[config.mk]
export PLATFORM = sky130hd
export DESIGN_NAME = rsa_decrypt_sequencer
export DESIGN_NICKNAME = d
export VERILOG_FILES = /design/src/rtl/rsa_pkg.sv /design/src/rtl/rsa_addr_counter.sv /design/src/rtl/rsa_decrypt_sequencer.sv
export SDC_FILE = /design/constraint.sdc
export NUM_CORES = 1
export LEC_CHECK = 0
export CAP_MARGIN = 20
export CORE_ASPECT_RATIO = 0.5
export CORE_MARGIN = 10
export CORE_UTILIZATION = 35
export CTS_CLUSTER_SIZE = 25
export DETAILED_ROUTE_END_ITERATION = 10
export PLACE_DENSITY = 0.73
export SETUP_SLACK_MARGIN = 0.4
export SYNTH_ARGS = -nofsm -noshare
export SYNTH_HDL_FRONTEND = slang
export SYNTH_SLANG_ARGS = --single-unit
[constraint.sdc]
create_clock -name i_clk -period 3.04 [get_ports i_clk]
set_clock_uncertainty 0.15 [all_clocks]
set_input_delay 0.456 -clock i_clk [delete_from_list [all_inputs] [get_ports i_clk]]
set_output_delay 0.456 -clock i_clk [all_outputs]
set_load 0.01 [all_outputs]
[src/rtl/rsa_pkg.sv]
// Shared defaults and sequencer state type for the RSA decrypt path.
package rsa_pkg;

   localparam int RSA_ARQ     = 16;
   localparam int RSA_ADDR    = 18;
   localparam int RSA_KEY_N   = 1927;
   localparam int RSA_KEY_D   = 1349;
   localparam int RSA_TIMEOUT = 65535;

   typedef enum logic [2:0] {
      S_IDLE,
      S_FETCH,
      S_LAUNCH,
      S_WAIT,
      S_EMIT,
      S_FINISH
   } rsa_seq_state_t;

endpackage

[src/rtl/rsa_addr_counter.sv]
// Word address / remaining-count tracker: load on start, step per accepted word.
// Latency: registered, updates on the edge after load/step; no backpressure of its own.
module rsa_addr_counter
   import rsa_pkg::*;
#(
   parameter int ADDR = RSA_ADDR
) (
   input  logic            i_clk,
   input  logic            i_rst,
   input  logic            i_load,
   input  logic [ADDR-1:0] i_base,
   input  logic [ADDR-1:0] i_count,
   input  logic            i_step,
   output logic [ADDR-1:0] o_addr,
   output logic            o_last
);

   logic [ADDR-1:0] r_addr;
   logic [ADDR-1:0] r_remain;

   // Address wraps naturally at 2^ADDR.
   always_ff @(posedge i_clk) begin
      if (i_rst) begin
         r_addr   <= '0;
         r_remain <= '0;
      end else if (i_load) begin
         r_addr   <= i_base;
         r_remain <= i_count;
      end else if (i_step) begin
         r_addr   <= r_addr + ADDR'(1);
         r_remain <= r_remain - ADDR'(1);
      end
   end

   assign o_addr = r_addr;
   // Remaining count reaches zero on the next step.
   assign o_last = (r_remain == ADDR'(1));

endmodule

[src/rtl/rsa_decrypt_sequencer.sv]
// Walks a block of ciphertext words through the Mod_Exp core one word at a time.
// Latency: FETCH+LAUNCH+WAIT(>=2)+EMIT per word; out_valid holds until out_ready.
module rsa_decrypt_sequencer
   import rsa_pkg::*;
#(
   parameter int ARQ     = RSA_ARQ,
   parameter int ADDR    = RSA_ADDR,
   parameter int KEY_N   = RSA_KEY_N,
   parameter int KEY_D   = RSA_KEY_D,
   parameter int TIMEOUT = RSA_TIMEOUT
) (
   input  logic             i_clk,
   input  logic             i_rst,
   input  logic             i_start,
   input  logic [ADDR-1:0]  i_base_addr,
   input  logic [ADDR-1:0]  i_count,
   output logic [ADDR-1:0]  o_mem_addr,
   input  logic [ARQ-1:0]   i_mem_data,
   output logic [2*ARQ-1:0] o_mx_operand,
   output logic [2*ARQ-1:0] o_mx_mod,
   output logic [2*ARQ-1:0] o_mx_exp,
   output logic             o_mx_rst,
   input  logic             i_mx_finish,
   input  logic [ARQ-1:0]   i_mx_result,
   output logic [ARQ-1:0]   o_out_data,
   output logic             o_out_valid,
   input  logic             i_out_ready,
   output logic             o_busy,
   output logic             o_done,
   output logic             o_error
);

   localparam int WCW = $clog2(TIMEOUT + 1);

   rsa_seq_state_t   r_state;
   logic [WCW-1:0]   r_wait_cnt;
   logic [2*ARQ-1:0] r_operand;
   logic [ARQ-1:0]   r_out_data;
   logic             r_out_valid;
   logic             r_mx_rst;
   logic             r_busy;
   logic             r_done;
   logic             r_error;

   logic            w_load;
   logic            w_step;
   logic            w_last;
   logic [ADDR-1:0] w_addr;

   assign w_load = (r_state == S_IDLE) && i_start;
   assign w_step = (r_state == S_EMIT) && r_out_valid && i_out_ready;

   rsa_addr_counter #(
      .ADDR (ADDR)
   ) u_addr_counter (
      .i_clk   (i_clk),
      .i_rst   (i_rst),
      .i_load  (w_load),
      .i_base  (i_base_addr),
      .i_count (i_count),
      .i_step  (w_step),
      .o_addr  (w_addr),
      .o_last  (w_last)
   );

   always_ff @(posedge i_clk) begin
      if (i_rst) begin
         r_state     <= S_IDLE;
         r_wait_cnt  <= '0;
         r_operand   <= '0;
         r_out_data  <= '0;
         r_out_valid <= 1'b0;
         r_mx_rst    <= 1'b0;
         r_busy      <= 1'b0;
         r_done      <= 1'b0;
         r_error     <= 1'b0;
      end else begin
         r_mx_rst <= 1'b0;
         r_done   <= 1'b0;
         case (r_state)
            S_IDLE: begin
               if (i_start) begin
                  r_error <= 1'b0;
                  r_busy  <= 1'b1;
                  if (i_count == '0) begin
                     r_done  <= 1'b1;
                     r_state <= S_FINISH;
                  end else begin
                     r_state <= S_FETCH;
                  end
               end
            end
            S_FETCH: begin
               r_operand <= {{ARQ{1'b0}}, i_mem_data};
               r_mx_rst  <= 1'b1;
               r_state   <= S_LAUNCH;
            end
            S_LAUNCH: begin
               r_wait_cnt <= '0;
               r_state    <= S_WAIT;
            end
            S_WAIT: begin
               r_wait_cnt <= r_wait_cnt + WCW'(1);
               // A finish seen in the first WAIT cycle may be left over from the previous word.
               if ((r_wait_cnt != '0) && i_mx_finish) begin
                  r_out_data  <= i_mx_result;
                  r_out_valid <= 1'b1;
                  r_state     <= S_EMIT;
               end else if (r_wait_cnt == WCW'(TIMEOUT - 1)) begin
                  r_error <= 1'b1;
                  r_done  <= 1'b1;
                  r_state <= S_FINISH;
               end
            end
            S_EMIT: begin
               if (i_out_ready) begin
                  r_out_valid <= 1'b0;
                  if (w_last) begin
                     r_done  <= 1'b1;
                     r_state <= S_FINISH;
                  end else begin
                     r_state <= S_FETCH;
                  end
               end
            end
            S_FINISH: begin
               r_busy  <= 1'b0;
               r_state <= S_IDLE;
            end
            default: r_state <= S_IDLE;
         endcase
      end
   end

   assign o_mem_addr   = w_addr;
   assign o_mx_operand = r_operand;
   assign o_mx_mod     = (2*ARQ)'(KEY_N);
   assign o_mx_exp     = (2*ARQ)'(KEY_D);
   assign o_mx_rst     = r_mx_rst;
   assign o_out_data   = r_out_data;
   assign o_out_valid  = r_out_valid;
   assign o_busy       = r_busy;
   assign o_done       = r_done;
   assign o_error      = r_error;

endmodule

# == After elaboration in Yosys (flattened, before gate mapping) ==
# Index checks and enable logic that the tools add are counted.
# word_totals
ff_bits,92
latchBits,0
ram_bits,0
romBits,0
inputBits,73
out_inout_bits,135
wordCells,73
mem_count,0
# classes
add_sub_neg,3
multipliers,0
div,0
magnitude_cmp,0
n_eq_ne,13
shift,0
n_mux,29
n_bitwise,0
reduce_logical,17
# op_table
operator,count
2-to-1 mux 18 bit,4
one-hot mux 16 bit (2 select lines),1
adder 18 x 1 -> 18 bit (second input constant),1
equality test 18 x 1 -> 1 bit (second input constant),1
logical NOT 18 bit,1
2-to-1 mux 3 bit,6
subtractor 18 x 1 -> 18 bit (second input constant),1
adder 16 x 1 -> 16 bit (second input constant),1
equality test 16 bit (second input constant),1
nonzero test 16 bit,1
one-hot mux 3 bit (5 select lines),1
2-to-1 mux 1 bit,13
!= test 2 bit (second input constant),5
nonzero test 2 bit,5
equality test 3 x 2 -> 1 bit (second input constant),2
equality test 3 bit (second input constant),2
one-hot mux 1 bit (2 select lines),3
AND reduction 3 bit,2
logical AND 1 bit,4
AND reduction 2 bit,2
AND reduction 4 bit,1
equality test 3 x 1 -> 1 bit (second input constant),1
logical NOT 3 bit,1
!= test 3 bit (second input constant),1
one-hot mux 1 bit (3 select lines),1

# == Logic depth before layout (Yosys ltp) ==
# depth
depth_word,5
ltp_mapped,9
depth_no_buf,7

# == By module ==
# A second synthesis with hierarchy kept.
# hier_totals
hier_cells,632
area_unflattened_um2,5079.9
# by_module_without_submodules
mod,n_inst,cells_per_inst,area_each_um2,seq_area_each_um2
rsa_decrypt_sequencer,1,383,3091.7,1121.1
rsa_addr_counter,1,249,1988.2,720.7

# == Least setup slack after synthesis ==
# No wires, ideal clock.
# synth_timing
path_kind,flip-flop to flip-flop
startpoint,reg r_wait_cnt[0]
endpoint,reg r_out_data[10] (netlist: o_out_data[10])
setup_time_ns,0.132
arrival_ns,1.600
required_ns,2.758
path_slack_ns,1.158
stages_incl_launch_ff,10
n_path_buf,2
period_less_slack_ns,1.882
path_cell_list,dfxtp_1 inv_1 ha_1 nor4b_1 a41o_1 or2_1 buf_2 buf_4 nand2_1 a21oi_1
# synth_via
elab_chain_cells,3
# synth_rtl
item,line_no,rtl
from (decl),rsa_decrypt_sequencer.sv:36,logic [WCW-1:0] r_wait_cnt;
from (signal assigned),rsa_decrypt_sequencer.sv:103,r_wait_cnt <= r_wait_cnt + WCW'(1);
nonzero test 16 bit,rsa_decrypt_sequencer.sv:105,if ((r_wait_cnt != '0) && i_mx_finish) begin
logical AND 1 bit,rsa_decrypt_sequencer.sv:105,
AND reduction 2 bit (no source line),-,
to (signal assigned),rsa_decrypt_sequencer.sv:106,r_out_data <= i_mx_result;
to (decl),rsa_decrypt_sequencer.sv:38,logic [ARQ-1:0] r_out_data;
# No other way between the ends.
# A chain may end at the register's enable or synchronous reset.

# == Final worst setup path ==
# layout_timing
startpoint,reg r_state[2]
endpoint,reg u_addr_counter.r_addr[14] (netlist: u_addr_counter.o_addr[14])
# layout_via
elab_chain_cells,4
word_cells_on_any_way,7
cone_classes,eq/ne: 1; mux: 1; reduce/logical: 5
# layout_rtl
item,line_no,rtl
from (decl),rsa_decrypt_sequencer.sv:35,rsa_seq_state_t r_state;
from (signal assigned),rsa_decrypt_sequencer.sv:68,r_state <= S_IDLE;
from (signal assigned),rsa_decrypt_sequencer.sv:87,r_state <= S_FINISH;
from (signal assigned),rsa_decrypt_sequencer.sv:89,r_state <= S_FETCH;
equality test 3 bit,rsa_decrypt_sequencer.sv:51,assign w_step = (r_state == S_EMIT) && r_out_valid && i_out_ready;
logical AND 1 bit (2 in a row),rsa_decrypt_sequencer.sv:51,
nonzero test 2 bit (no source line),-,
to (signal assigned),rsa_addr_counter.sv:27,r_addr <= i_base;
to (signal assigned),rsa_addr_counter.sv:30,r_addr <= r_addr + ADDR'(1);
to (decl),rsa_addr_counter.sv:18,logic [ADDR-1:0] r_addr;
# Parallel ways exist; a longest one is shown, timed or not.

==> results.md <==
* Outcome: completed
* Clock period minus worst slack at 2.30 ns
* Post-synthesis register bit count at 92
* Total power at around 0.0038 W
* PwrDens at ~590 nW/um^2
* Vias/cell at approximately 5
* Vias in the first global route at approximately 4800
* DRT Wirelength at approximately 15000 um
* Sink Count at a little over 90
* Worst-path fanout max at 15
* # hold bufs at CTS at 0
* Top-area cell type share of the netlist area at between 30 and 40%
* Clk buf depth at 2
* Most instantiated cells after synthesis: nand2_1 (100), dfxtp_1 (92), buf_4 (82)
* CP Buf/Inv Count at 1
* Fin Setup TNS at 0 ns
* Core Region at around 14000 um^2
* Die area at approximately 20000 um^2
* CP top delay family: simple AND/OR/NAND/NOR gates
* Postcts setup bufs at 0
* 1st-iter DRT viols at between 200 and 250
* CTS H-tree depth at 3
* Final period util at between 70% and 80%
* # resized after CTS at 0
* Crit path launch type: register
* Routed via count at 4860
* ANT nets after route at 0
* Max Fclk at 435 MHz
* Worst Hold Launch: o_out_data[12]
* Synth area leaders: dfxtp_1 (36%), buf_4 (12%), nand2_1 (7.3%), a21oi_1 (7.2%), nor2_1 (3.4%)
* Post-route cell area at 6470 um^2
* Num ports at roughly 210
* Synth Cell Area at about 5100 um^2
* Max Slew Vio Count at 0
* Die Wd at around 190 um
* CTS Root Cell: clkbuf_16
* Initial antenna violation count at 0
* Layout area overhead at 26.7%
* GR Util All Layers at 13.9%
* Peak supply drop at ~360 uV
* Final Hold Fails at 0
* Clk Latency, worst-skew pair at between 0.3 and 0.4 ns
* Global-route wire length before repair at approximately 24000 um
* Worst-path cell chain: and4bb_2, and2_1, buf_4, nand3_1, and3_1, o21a_1
* CP Class: reg -> reg
* Layout cell share with drive strength beyond 1 at ~4.8%
* Ys async rst share at 0%
* Post-synth EDFFs at 0
* Ant. Diodes at 0
* RSZ-0062 raised after global routing: no
* Worst Path Arrival at about 2.4 ns
* Placement Cell Area at between 6000 and 7000 um^2
* Register area share after synthesis at 36.1%
* Relative slew slack at between 30 and 40%
* WHS Endpoint: o_out_data[12]
* Clock slew at reported path FFs at ~0.06 ns
* Hold Path Class: reg -> reg
* Most frequent cell after synthesis: nand2_1
* Slew @ Worst Pin at slightly below 1 ns
* Starting Density at 35.5%
* Yosys warns at 0
* Ys flop type: dfxtp_1
* Max cap viols at 0
* Worst Setup SP: r_state[2]
* CTS Buf Count at 9
* Pin count of the biggest net entering global routing at 39
* Worst Hold Depth at 2
* Remaining DRCs at 0
* Gr ovfl total at 0
* Number of port buffers at around 130
* Synth area leader: dfxtp_1
* R2R setup slack at 0.74 ns
* Library cells used by synthesis at 62
* Setup crit end kind: register
* CP max stage delay at 0.66 ns
* Pre-antenna DRT Iters at 5
* RR Endpoint: u_addr_counter.o_addr[14]
* Filler cells at around 1400
* Num rows at 31
* Crit-path slowest cell: dfxtp_1
* P_leak at 2.29 nW
* Mapped Cells at 654
* Final setup vio count at 0
* RD Place Congestion at between 0.8 and 0.9
* Post-DP HPWL at between 10000 and 15000 um
* Routed length per instance at ~16 um
* Die height at 105 um
* R2R cell count at 6
* CTS tree: yes
* Final #Nets at roughly 840
* Reg2reg start: r_state[2]
* WP data required at 3.12 ns
* Avg Cell Area, Syn at approximately 7.8 um^2
==> sequential cells by signal (all words and copies together), names as in the netlist, 3 cells and up <==
register                 count
o_out_data                  16
r_state                      3
u_addr_counter.r_remain     18
u_addr_counter.o_addr       18
r_wait_cnt                  16
o_mx_operand                16
==> metrics by stage <==
step / worst slack (ns) / std cells / hold slack [ns] / util, %
2_1_floorplan: 1.16 / 732 / 0.302 / -
3_3_place_gp: 0.512 / 950 / 0.291 / 43.2
3_5_place_dp: 0.480 / 950 / 0.297 / 43.2
4_1_cts: 0.758 / 962 / 0.305 / 45.0
5_1_grt: 0.532 / 962 / 0.320 / 45.0
6_report: 0.744 / 962 / 0.302 / 45.0
==> power breakdown <==
part           internal, W  switching [W]  leakage [nW]
Combinational     0.000555       0.000740          1.43
Sequential         0.00137       0.000181         0.749
Clock             0.000558       0.000443         0.118
Total              0.00248        0.00137          2.29
==> worst min-delay path, delay by kind of cell, from the launching register on <==
kind	cells	cell delay [ns]
AND/OR/NAND/NOR	1	0.05
flip-flops	1	0.30
AO/OA/AOI/OAI	1	0.05
==> routing by layer <==
layer	global-route usage [%]	vias up	routed length, um
met5	0	-	0
met4	3.46	0	154
met3	3.82	12	1160
met2	24.5	178	7310
met1	16.4	2285	6310
li1	-	2385	-
==> cells in the final DEF (no fill, tap or decap), types with 4 or more instances in the layout <==
cell type | Yosys | final
clkdlybuf4s50_1 | 0 | 126
nand2_1 | 100 | 100
dfxtp_1 | 92 | 92
conb_1 | 2 | 80
a21oi_1 | 73 | 73
nor2_1 | 46 | 46
nand3_1 | 23 | 23
o21ai_0 | 20 | 20
nand4_1 | 16 | 16
nor3_1 | 13 | 13
a31oi_1 | 12 | 12
nor4_1 | 11 | 11
inv_1 | 9 | 9
clkbuf_16 | 0 | 9
buf_4 | 82 | 9
and3_1 | 8 | 8
or3_1 | 8 | 8
a22oi_1 | 7 | 7
o211ai_1 | 7 | 7
a32oi_1 | 6 | 6
a221oi_1 | 6 | 6
ha_1 | 6 | 6
and2_1 | 5 | 5
nand2b_1 | 4 | 4
and4_1 | 4 | 4
o21a_1 | 4 | 4
or4_1 | 4 | 4
a2bb2oi_1 | 4 | 4
==> final cells by class <==
cell class              instances  area, um^2  area share, %
multi-input cells             515        2760           42.7
clock buffers                  10         239           3.69
repair buffers                136        1330           20.6
inverters                       9        33.8          0.522
well taps                     198         248           3.83
flip-flops and latches         92        1840           28.5
clock inverters                 2        15.0          0.232
==> worst max-delay path by stage <==
| stage | slack (ns) | cells past startpoint | to |
|---|---|---|---|
| finish | 0.74 | 6 | u_addr_counter.o_addr[14] |
| detailed placement | 0.48 | 7 | u_addr_counter.o_addr[14] |
| global placement | 0.51 | 7 | u_addr_counter.o_addr[14] |
| global route | 0.53 | 7 | o_out_data[1] |
| floorplan | 1.16 | 9 | o_out_data[10] |
| CTS | 0.76 | 7 | o_out_data[0] |
==> cells by family after synthesis <==
| logic type | count (synthesis) | share of synthesized area [%] |
|---|---|---|
| xor+xnor | 3 | 0.514 |
| flops | 92 | 36.1 |
| buf+inv | 125 | 15.7 |
| compound gates | 160 | 19.5 |
| fa+ha+maj | 6 | 1.47 |
| simple gates | 263 | 26.1 |
| other cells | 2 | 0.147 |
| mux | 3 | 0.612 |
No activity file was read; power rests on OpenSTA's default activity.
